$ cat config.mk
export PLATFORM = sky130hd
export DESIGN_NAME = demux14_stream
export DESIGN_NICKNAME = d
export VERILOG_FILES = /design/src/rtl/demux14_stream.sv
export SDC_FILE = /design/constraint.sdc
export NUM_CORES = 1
export LEC_CHECK = 0
export CAP_MARGIN = 15
export CORE_ASPECT_RATIO = 1.4
export CORE_MARGIN = 2
export CORE_UTILIZATION = 59
export CTS_BUF_LIST = sky130_fd_sc_hd__clkbuf_4 sky130_fd_sc_hd__clkbuf_8 sky130_fd_sc_hd__clkbuf_16
export CTS_CLUSTER_DIAMETER = 80
export DETAILED_ROUTE_END_ITERATION = 8
export PLACE_DENSITY = 0.78
export SYNTH_ARGS = -nofsm -noshare
export SYNTH_HDL_FRONTEND = slang
export SYNTH_SLANG_ARGS = --single-unit
$ cat constraint.sdc
create_clock -name clk -period 13.3 [get_ports clk]
set_clock_uncertainty 0.1 [all_clocks]
set_input_delay 2.66 -clock clk [delete_from_list [all_inputs] [get_ports clk]]
set_output_delay 2.66 -clock clk [all_outputs]
set_load 0.05 [all_outputs]
$ cat src/rtl/demux14_stream.sv
// 1-to-4 stream demultiplexer: each input word is queued in the FIFO of the
// channel named by in_sel and drained independently on that channel's valid/ready port.
module demux14_stream #(
    parameter int DEPTH = 4,
    parameter int DW    = 16
) (
    input  logic          clk,
    input  logic          rst,
    input  logic [DW-1:0] in_data,
    input  logic [1:0]    in_sel,
    input  logic          in_valid,
    output logic          in_ready,
    output logic [DW-1:0] out_data0,
    output logic [DW-1:0] out_data1,
    output logic [DW-1:0] out_data2,
    output logic [DW-1:0] out_data3,
    output logic [3:0]    out_valid,
    input  logic [3:0]    out_ready,
    output logic [3:0]    full,
    output logic          err_drop
);

    localparam int AW = $clog2(DEPTH);
    localparam int CW = AW + 1;

    logic [3:0]    push;
    logic [3:0]    pop;
    logic [DW-1:0] head [4];
    logic          err_drop_q;
    logic          err_drop_d;

    // Ready depends only on stored occupancy, so a full channel never passes a word through.
    assign in_ready = !full[in_sel];

    always_comb begin
        push         = '0;
        push[in_sel] = in_valid && in_ready;
    end

    genvar gi;
    generate
        for (gi = 0; gi < 4; gi++) begin : g_chan
            logic [DW-1:0] mem_q [DEPTH];
            logic [AW-1:0] wr_ptr_q, wr_ptr_d;
            logic [AW-1:0] rd_ptr_q, rd_ptr_d;
            logic [CW-1:0] count_q, count_d;

            assign out_valid[gi] = (count_q != '0);
            assign full[gi]      = (count_q == CW'(DEPTH));
            assign pop[gi]       = out_valid[gi] && out_ready[gi];
            assign head[gi]      = out_valid[gi] ? mem_q[rd_ptr_q] : '0;

            always_comb begin
                wr_ptr_d = push[gi] ? wr_ptr_q + AW'(1) : wr_ptr_q;
                rd_ptr_d = pop[gi]  ? rd_ptr_q + AW'(1) : rd_ptr_q;
                count_d  = count_q;
                case ({push[gi], pop[gi]})
                    2'b10:   count_d = count_q + CW'(1);
                    2'b01:   count_d = count_q - CW'(1);
                    default: count_d = count_q;
                endcase
            end

            always_ff @(posedge clk or posedge rst) begin
                if (rst) begin
                    wr_ptr_q <= '0;
                    rd_ptr_q <= '0;
                    count_q  <= '0;
                end else begin
                    wr_ptr_q <= wr_ptr_d;
                    rd_ptr_q <= rd_ptr_d;
                    count_q  <= count_d;
                end
            end

            always_ff @(posedge clk or posedge rst) begin
                if (rst) begin
                    for (int i = 0; i < DEPTH; i++) begin
                        mem_q[i] <= '0;
                    end
                end else if (push[gi]) begin
                    mem_q[wr_ptr_q] <= in_data;
                end
            end
        end
    endgenerate

    // Offering to a full channel is flagged even though the producer keeps the word.
    always_comb begin
        err_drop_d = err_drop_q | (in_valid && full[in_sel]);
    end

    always_ff @(posedge clk or posedge rst) begin
        if (rst) begin
            err_drop_q <= 1'b0;
        end else begin
            err_drop_q <= err_drop_d;
        end
    end

    assign err_drop  = err_drop_q;
    assign out_data0 = head[0];
    assign out_data1 = head[1];
    assign out_data2 = head[2];
    assign out_data3 = head[3];

endmodule

After elaboration in Yosys (flattened, before gate mapping). Cells that the tools add are included.

Word-level logic and storage cells: 137. Bits in latches: 0. Bits in read-only memories: 0. Memories: 0. Input bits: 25. Output and inout bits: 74. Bits in writable memories: 0. Bits in registers: 285.

Magnitude comparators: 14. $mul: 0. Add/sub/neg operators: 16. Eq/ne operators: 12. Bitwise operators: 10. Reductions and logical operators: 20. Shift operators: 0. Div/mod/pow operators: 0. Muxes and demuxes: 36.

Operator list (number): 64-bit bitwise mux (4); 16-bit two-way mux (16); 16-bit binary-select mux with 2-bit select (4); 16-bit demux with 2-bit select (4); 3-bit >= comparator, second input constant (8); 2-bit NOT with 3-bit output (8); 3-bit case mux with 2 select lines (4); 2-bit by 1-bit adder with 2-bit output, second input constant (8); 3-bit by 1-bit adder with 3-bit output, second input constant (4); 3-bit equality test, second input constant (4); 3-bit by 1-bit < comparator with 1-bit output, second input constant (4); 3-bit nonzero test (4); 3-bit by 1-bit subtractor with 3-bit output, second input constant (4); 1-bit logical AND (11); 2-bit by 1-bit equality test with 1-bit output, second input constant (4); 2-bit equality test, second input constant (4); 2-bit nonzero test (4); 4-bit AND (1); 2-bit by 3-bit < comparator with 1-bit output, second input constant (1); 1-bit binary-select mux with 2-bit select (1); 1-bit demux with 2-bit select (1); 2-bit by 1-bit >= comparator with 1-bit output, second input constant (1); 1-bit two-way mux (2); 1-bit logical NOT (1); 1-bit OR (1).

Longest topological paths before layout. Gate-level depths: netlist of run 1.

Depth after elaboration: 8. Gate-level depth with buffers: 10. Mapped depth without buffers: 9.

Worst setup path before layout of run 1. OpenSTA, ideal clock, no wires.

Kind: input -> output. From: in in_sel[1]. To: out in_ready. Data arrival time: 3.304 ns. Stages: 1. Buffers on the path: 0. Path slack: 7.236 ns. Cells stage by stage: mux4_2.

Cells in the longest elaborated chain, start to end: 3.

Ends and longest elaborated chain: from (decl) (line 10) `input logic [1:0] in_sel,`; 1-bit binary-select mux with 2-bit select (line 33) `assign in_ready = !full[in_sel];`; 1-bit two-way mux (implied by the code) (line 33); 1-bit logical NOT (line 33); to (decl) (line 12) `output logic in_ready,`.

Every way passes these cells. The select of a mux whose other input is x is not followed.

Worst setup path after layout of run 1. Same ends and word-level chain as after synthesis.

==> flow_summary_export.csv, run 1 <==
group,metric,value,unit
worst_setup_path,required,10.54,ns
worst_setup_path,worstSetupPathType,"in2out",
floorplan,dieHeight,182,microns
cts,cts_buffers,28,
global_routing,antenna_found_initial,1,
timing,hold_viol_final,0,
cts,cts_max_level,1,
place,hpwl,18000,microns
floorplan,die_area,23800,sq um
timing,post-route-period-util,55.1,%
logic_synthesis,yosys.area_share.adder,2.48,%
worst_setup_path,critPathCaptureType,"output pin",
timing,max_slew_margin,29.6,%
floorplan,core_area,22400,sq um
worst_setup_path,critPathLaunchType,"primary input",
routing,drtPass1Iterations,4,
global_routing,grt_usage,23.7,%
outcome,outcome,"complete, no violations",
logic_synthesis,synth_xor_area_share,1.58,%
timing,worst-slew-pin-transition,1.06,ns
run,drv_cap,0,
cts,cts-root-buf,"clkbuf_16",
timing,maxSlewViolCount,0,
global_routing,grt_pass1_wl,44000,microns
timing,max_freq,137,MHz
layout,finalNetCount,988,
worst_setup_path,cp_max_fo,5,
floorplan,start_util,59.5,%
logic_synthesis,async_flop_share,100,%
logic_synthesis,yosys.area_share.simple,5.75,%
logic_synthesis,synthCells,867,
layout,areaGrowthSynthToFinish,16.1,%
timing,setup_violations,0,
logic_synthesis,netlist_area,13300,sq um
cts,cts_tree,"built",
timing,fin_ws,5.98,ns
timing,final.setup.tns,0,ns
floorplan,boundaryPins,99,
logic_synthesis,synth_top_family_by_area,"multiplexers",
timing,final.min_clock_period,7.32,ns
min_path,hold_path_class,"reg2reg",
routing,vias_per_cell,5.79,
routing,post_drt_wl_per_cell,21.3,microns
cts,clkTransAtPathRegs,0.07,ns
logic_synthesis,synth_compound_area_share,0.235,%
floorplan,core.rowCount,65,
logic_synthesis,synth_sequential_area_ratio,53.6,%
cts,clk_latency,0.54,ns
layout,drive_gt1_share,41.6,%
cts,cts_setup_buffers,0,
global_routing,overflow,0,
worst_setup_path,worstPathArrival,4.56,ns
cts,cts-hold-fix-buffers,0,
routing,wl,26900,microns
logic_synthesis,ys.flop_type,"dfrtp_1",
logic_synthesis,synth_mux_area_share,33.0,%
logic_synthesis,yosysWarnings,0,
place,portBuffers,98,
logic_synthesis,synth-edff-count,0,
logic_synthesis,avgSynthCellArea,15.3,sq um
global_routing,grt_pass1_vias,8183,
place,place_ws,5.98,ns
logic_synthesis,synth-seq-cells,285,
timing,rsz0062_at_grt,"no",
floorplan,die_w,131,microns
cts,cts_sinks,285,
cts,ctsResizeCount,0,
logic_synthesis,netlist-cell-type-count,27,
cts,cts_buffer_depth,3,
global_routing,grt_max_degree,120,
routing,vias,7307,
layout,nFillCells,1506,
routing,ant_nets,0,
place,gp_congestion,0.766,
routing,drcViolationCount,0,
logic_synthesis,synth_fp_nets,916,
routing,drtIter0Drc,310,
[final cells by class]
cell class / instances / area (sq um) / share of cell area [%]
antenna: 1 / 2.50 / 0.0162
sequential: 285 / 7130 / 46.2
tap: 301 / 377 / 2.44
multi-input combinational: 490 / 5720 / 37.1
timing repair buffer: 105 / 1130 / 7.34
clock inverter: 13 / 124 / 0.802
clock buffer: 39 / 838 / 5.43
inverter: 29 / 116 / 0.753
[worst max-delay path, cell delays in order]
cell and delay [ns]:
clkdlybuf4s50_1 0.61, mux4_2 0.56, clkdlybuf4s50_1 0.73
[routing by layer]
layer  vias up  global-route usage, %  wire length, microns
met5         -                      0                     0
met4         0                   7.62                   706
met3        49                   2.21                   665
met2       115                   42.5                 14400
met1      3893                   30.3                 11200
li1       3250                      -                     -
[cells in the final DEF, fill, tap and decap left out, types with 9 or more instances in the layout]
| cell | Yosys | final |
|---|---|---|
| mux2_2 | 257 | 257 |
| mux4_2 | 65 | 65 |
| xnor2_1 | 12 | 12 |
| nand3_2 | 16 | 16 |
| ha_1 | 20 | 20 |
| inv_1 | 29 | 28 |
| xor2_1 | 12 | 12 |
| and2_1 | 71 | 71 |
| dfrtp_1 | 285 | 285 |
| clkbuf_16 | 0 | 29 |
| clkinv_2 | 0 | 9 |
| clkdlybuf4s50_1 | 0 | 98 |
[sequential cells by signal (all words and copies together) (netlist names)]
name,flops
g_chan.mem_q,256
g_chan.count_q,12
g_chan.rd_ptr_q,8
g_chan.wr_ptr_q,8
err_drop,1
[synthesized netlist by cell type (4+ instances only)]
library cell  count  share of area, %
mux2_2          257                22
buf_2            11              0.41
nand3_2          16               1.2
buf_4            22               1.2
fa_1              4              0.60
nand3_1           7              0.26
o21ai_0           4              0.15
xnor2_1          12              0.79
mux4_2           65                11
or3b_1            4              0.26
and2_1           71               3.3
inv_1            29              0.82
ha_1             20               1.9
xor2_1           12              0.79
nor2_1            4              0.11
dfrtp_1         285                54
clkbuf_1         26              0.73
or3_1             4              0.19
[path summary, 6_finish.rpt]
path | start | end | slack, ns | cells past startpoint
worst min-delay path | err_drop$_DFF_PP0_ | err_drop$_DFF_PP0_ | 0.38 | 1
max in group asynchronous | rst | g_chan[0].mem_q[19]$_DFFE_PP0P_ | 8.92 | 3
worst min register to register | err_drop$_DFF_PP0_ | err_drop$_DFF_PP0_ | 0.38 | 1
worst max register to register | g_chan[0].count_q[0]$_DFFE_PP0P_ | g_chan[0].count_q[2]$_DFFE_PP0P_ | 10.73 | 8
worst max-delay path | in_sel[1] | in_ready | 5.98 | 3
min in group asynchronous | rst | g_chan[1].count_q[2]$_DFFE_PP0P_ | 2.56 | 2
[cell families after synthesis]
kind of cell,count (synthesis)
adder cells (fa/ha/maj),24
multiplexers,325
AO/OA/AOI/OAI,5
XOR/XNOR,24
buffers and inverters,92
AND/OR/NAND/NOR,112
flip-flops,285
[metrics by stage]
stage / area (sq um) / hold WS [ns] / util (%) / std cells
6_report: 15400 / 0.384 / 69.1 / 1263
5_1_grt: 15400 / 0.403 / 69.1 / 1263
4_1_cts: 15300 / 0.387 / 68.4 / 1257
3_5_place_dp: 14300 / 0.365 / 64.1 / 1205
3_3_place_gp: 14300 / 0.356 / 64.1 / 1205
2_1_floorplan: 13300 / 0.346 / - / 867
Power of run 1 is not shown: default switching activity piles up to over one toggle a cycle in this logic, so the estimate is an artifact.
==> run 2: changes to the inputs <==
==> constraint.sdc (replaced) <==
create_clock -name clk -period 7.4 [get_ports clk]
set_clock_uncertainty 0.1 [all_clocks]
set_input_delay 1.48 -clock clk [delete_from_list [all_inputs] [get_ports clk]]
set_output_delay 1.48 -clock clk [all_outputs]
set_load 0.05 [all_outputs]
==> run 2 against run 1 <==
Against the previous run: first-iteration DRC count down 4.2%; flip-flop and latch count unchanged; routed wire length grew 0.12%; worst setup slack lost 3.5 ns; register-to-register slack worse by 5.9 ns; highest routed layer unchanged; die area did not move; critical endpoint unchanged; utilization fell by 0.44 points; global-route usage is essentially flat; critical path depth unchanged; non-clock buffer count down 1; cell count decreased by 0.71%; clock-buffer cell count grew 2.
==> flow_summary_export.csv, run 2 (synthesis gave the netlist of run 1 again) <==
group,metric,value,unit
floorplan,die_w,131,microns
global_routing,grt_pass1_wl,43900,microns
cts,clk_latency,0.52,ns
routing,drcViolationCount,0,
floorplan,boundaryPins,99,
worst_setup_path,worstPathArrival,3.37,ns
worst_setup_path,critPathCaptureType,"output pin",
timing,worst-slew-pin-transition,1.08,ns
global_routing,grt_usage,23.8,%
routing,wl,27000,microns
worst_setup_path,worstSetupPathType,"in2out",
cts,cts-hold-fix-buffers,0,
layout,regMostFlops,"g_chan.mem_q",
place,portBuffers,98,
place,hpwl,18000,microns
timing,hold_viol_final,0,
cts,cts_sinks,285,
routing,ant_nets,0,
place,place_ws,2.44,ns
floorplan,start_util,59.5,%
timing,setup_violations,0,
place,gp_congestion,0.740,
layout,antenna_cells,0,
timing,fin_ws,2.45,ns
cts,cts_buffers,27,
cts,ctsResizeCount,0,
global_routing,antenna_found_initial,0,
layout,largest_reg_flops,256,
timing,max_slew_margin,28.1,%
layout,finalNetCount,986,
layout,layout_commonest_cell,"dfrtp_1",
timing,rsz0062_at_grt,"no",
cts,cts_setup_buffers,0,
floorplan,core_area,22400,sq um
cts,cts_tree,"built",
routing,post_drt_wl_per_cell,21.5,microns
worst_setup_path,required,5.82,ns
layout,areaGrowthSynthToFinish,15.4,%
timing,post-route-period-util,66.9,%
routing,vias_per_cell,5.89,
cts,cts_max_level,1,
timing,final.setup.tns,0,ns
global_routing,grt_max_degree,186,
timing,maxSlewViolCount,0,
layout,final_cell_mix,"dfrtp_1, mux2_2, clkdlybuf4s50_1",
floorplan,core.rowCount,65,
place,dp_cells,1205,
routing,drtIter0Drc,297,
timing,final.min_clock_period,4.95,ns
floorplan,die_area,23800,sq um
layout,final_cells,1254,
layout,final_util,68.6,%
global_routing,grt_pass1_vias,8333,
cts,cts-root-buf,"clkbuf_16",
global_routing,overflow,0,
cts,cts_buffer_depth,3,
outcome,outcome,"complete, no violations",
min_path,hold_path_class,"reg2reg",
floorplan,dieHeight,182,microns
layout,drive_gt1_share,41.1,%
layout,top_regs,"g_chan.mem_q: 256 flops, g_chan.count_q: 12 flops",
worst_setup_path,critPathLaunchType,"primary input",
routing,vias,7390,
worst_setup_path,cp_max_fo,5,
cts,clkTransAtPathRegs,0.06,ns
run,drv_cap,0,
timing,max_freq,202,MHz
routing,drtPass1Iterations,4,
==> run 2: final timing paths <==
kind | startpoint | end | slack (ns) | cells after the start
hold / removal | g_chan[2].mem_q[21]$_DFFE_PP0P_ | g_chan[2].mem_q[21]$_DFFE_PP0P_ | 0.40 | 1
hold reg to reg | g_chan[2].mem_q[21]$_DFFE_PP0P_ | g_chan[2].mem_q[21]$_DFFE_PP0P_ | 0.40 | 1
max in group asynchronous | rst | g_chan[3].mem_q[31]$_DFFE_PP0P_ | 4.81 | 3
setup / recovery | in_sel[1] | in_ready | 2.45 | 3
setup reg to reg | g_chan[3].count_q[0]$_DFFE_PP0P_ | g_chan[3].count_q[2]$_DFFE_PP0P_ | 4.82 | 9
min in group asynchronous | rst | g_chan[1].mem_q[36]$_DFFE_PP0P_ | 1.16 | 2
==> run 2: area by class of cell <==
cell class	instances	area [sq um]
fillers	1484	7020
flip-flops and latches	285	7130
clock buffers	41	837
multi-input cells	490	5720
repair buffers	104	1120
clock inverters	4	48.8
inverters	29	113
well taps	301	377
==> run 2: routing by layer <==
metal	up-vias	global-route usage, %	routed length (microns)	share of wire [%]
li1	3239	-	-	-
met1	3968	29.6	10800	40
met2	144	43.5	14800	55
met3	39	2.03	721	2.7
met4	0	7.36	633	2.3
met5	-	0	0	0
==> run 2: per-stage QoR <==
stage | hold slack, ns | area, sq um
after floorplan | 0.346 | 13300
after global placement | 0.359 | 14400
after detailed placement | 0.386 | 14400
after CTS | 0.398 | 15200
after global routing | 0.406 | 15300
final | 0.400 | 15300
==> run 2: critical path, cell delays in order <==
cell             delay, ns
clkdlybuf4s50_1       0.60
mux4_2                0.56
clkdlybuf4s50_1       0.73
Power of run 2 is left out for the same reason.
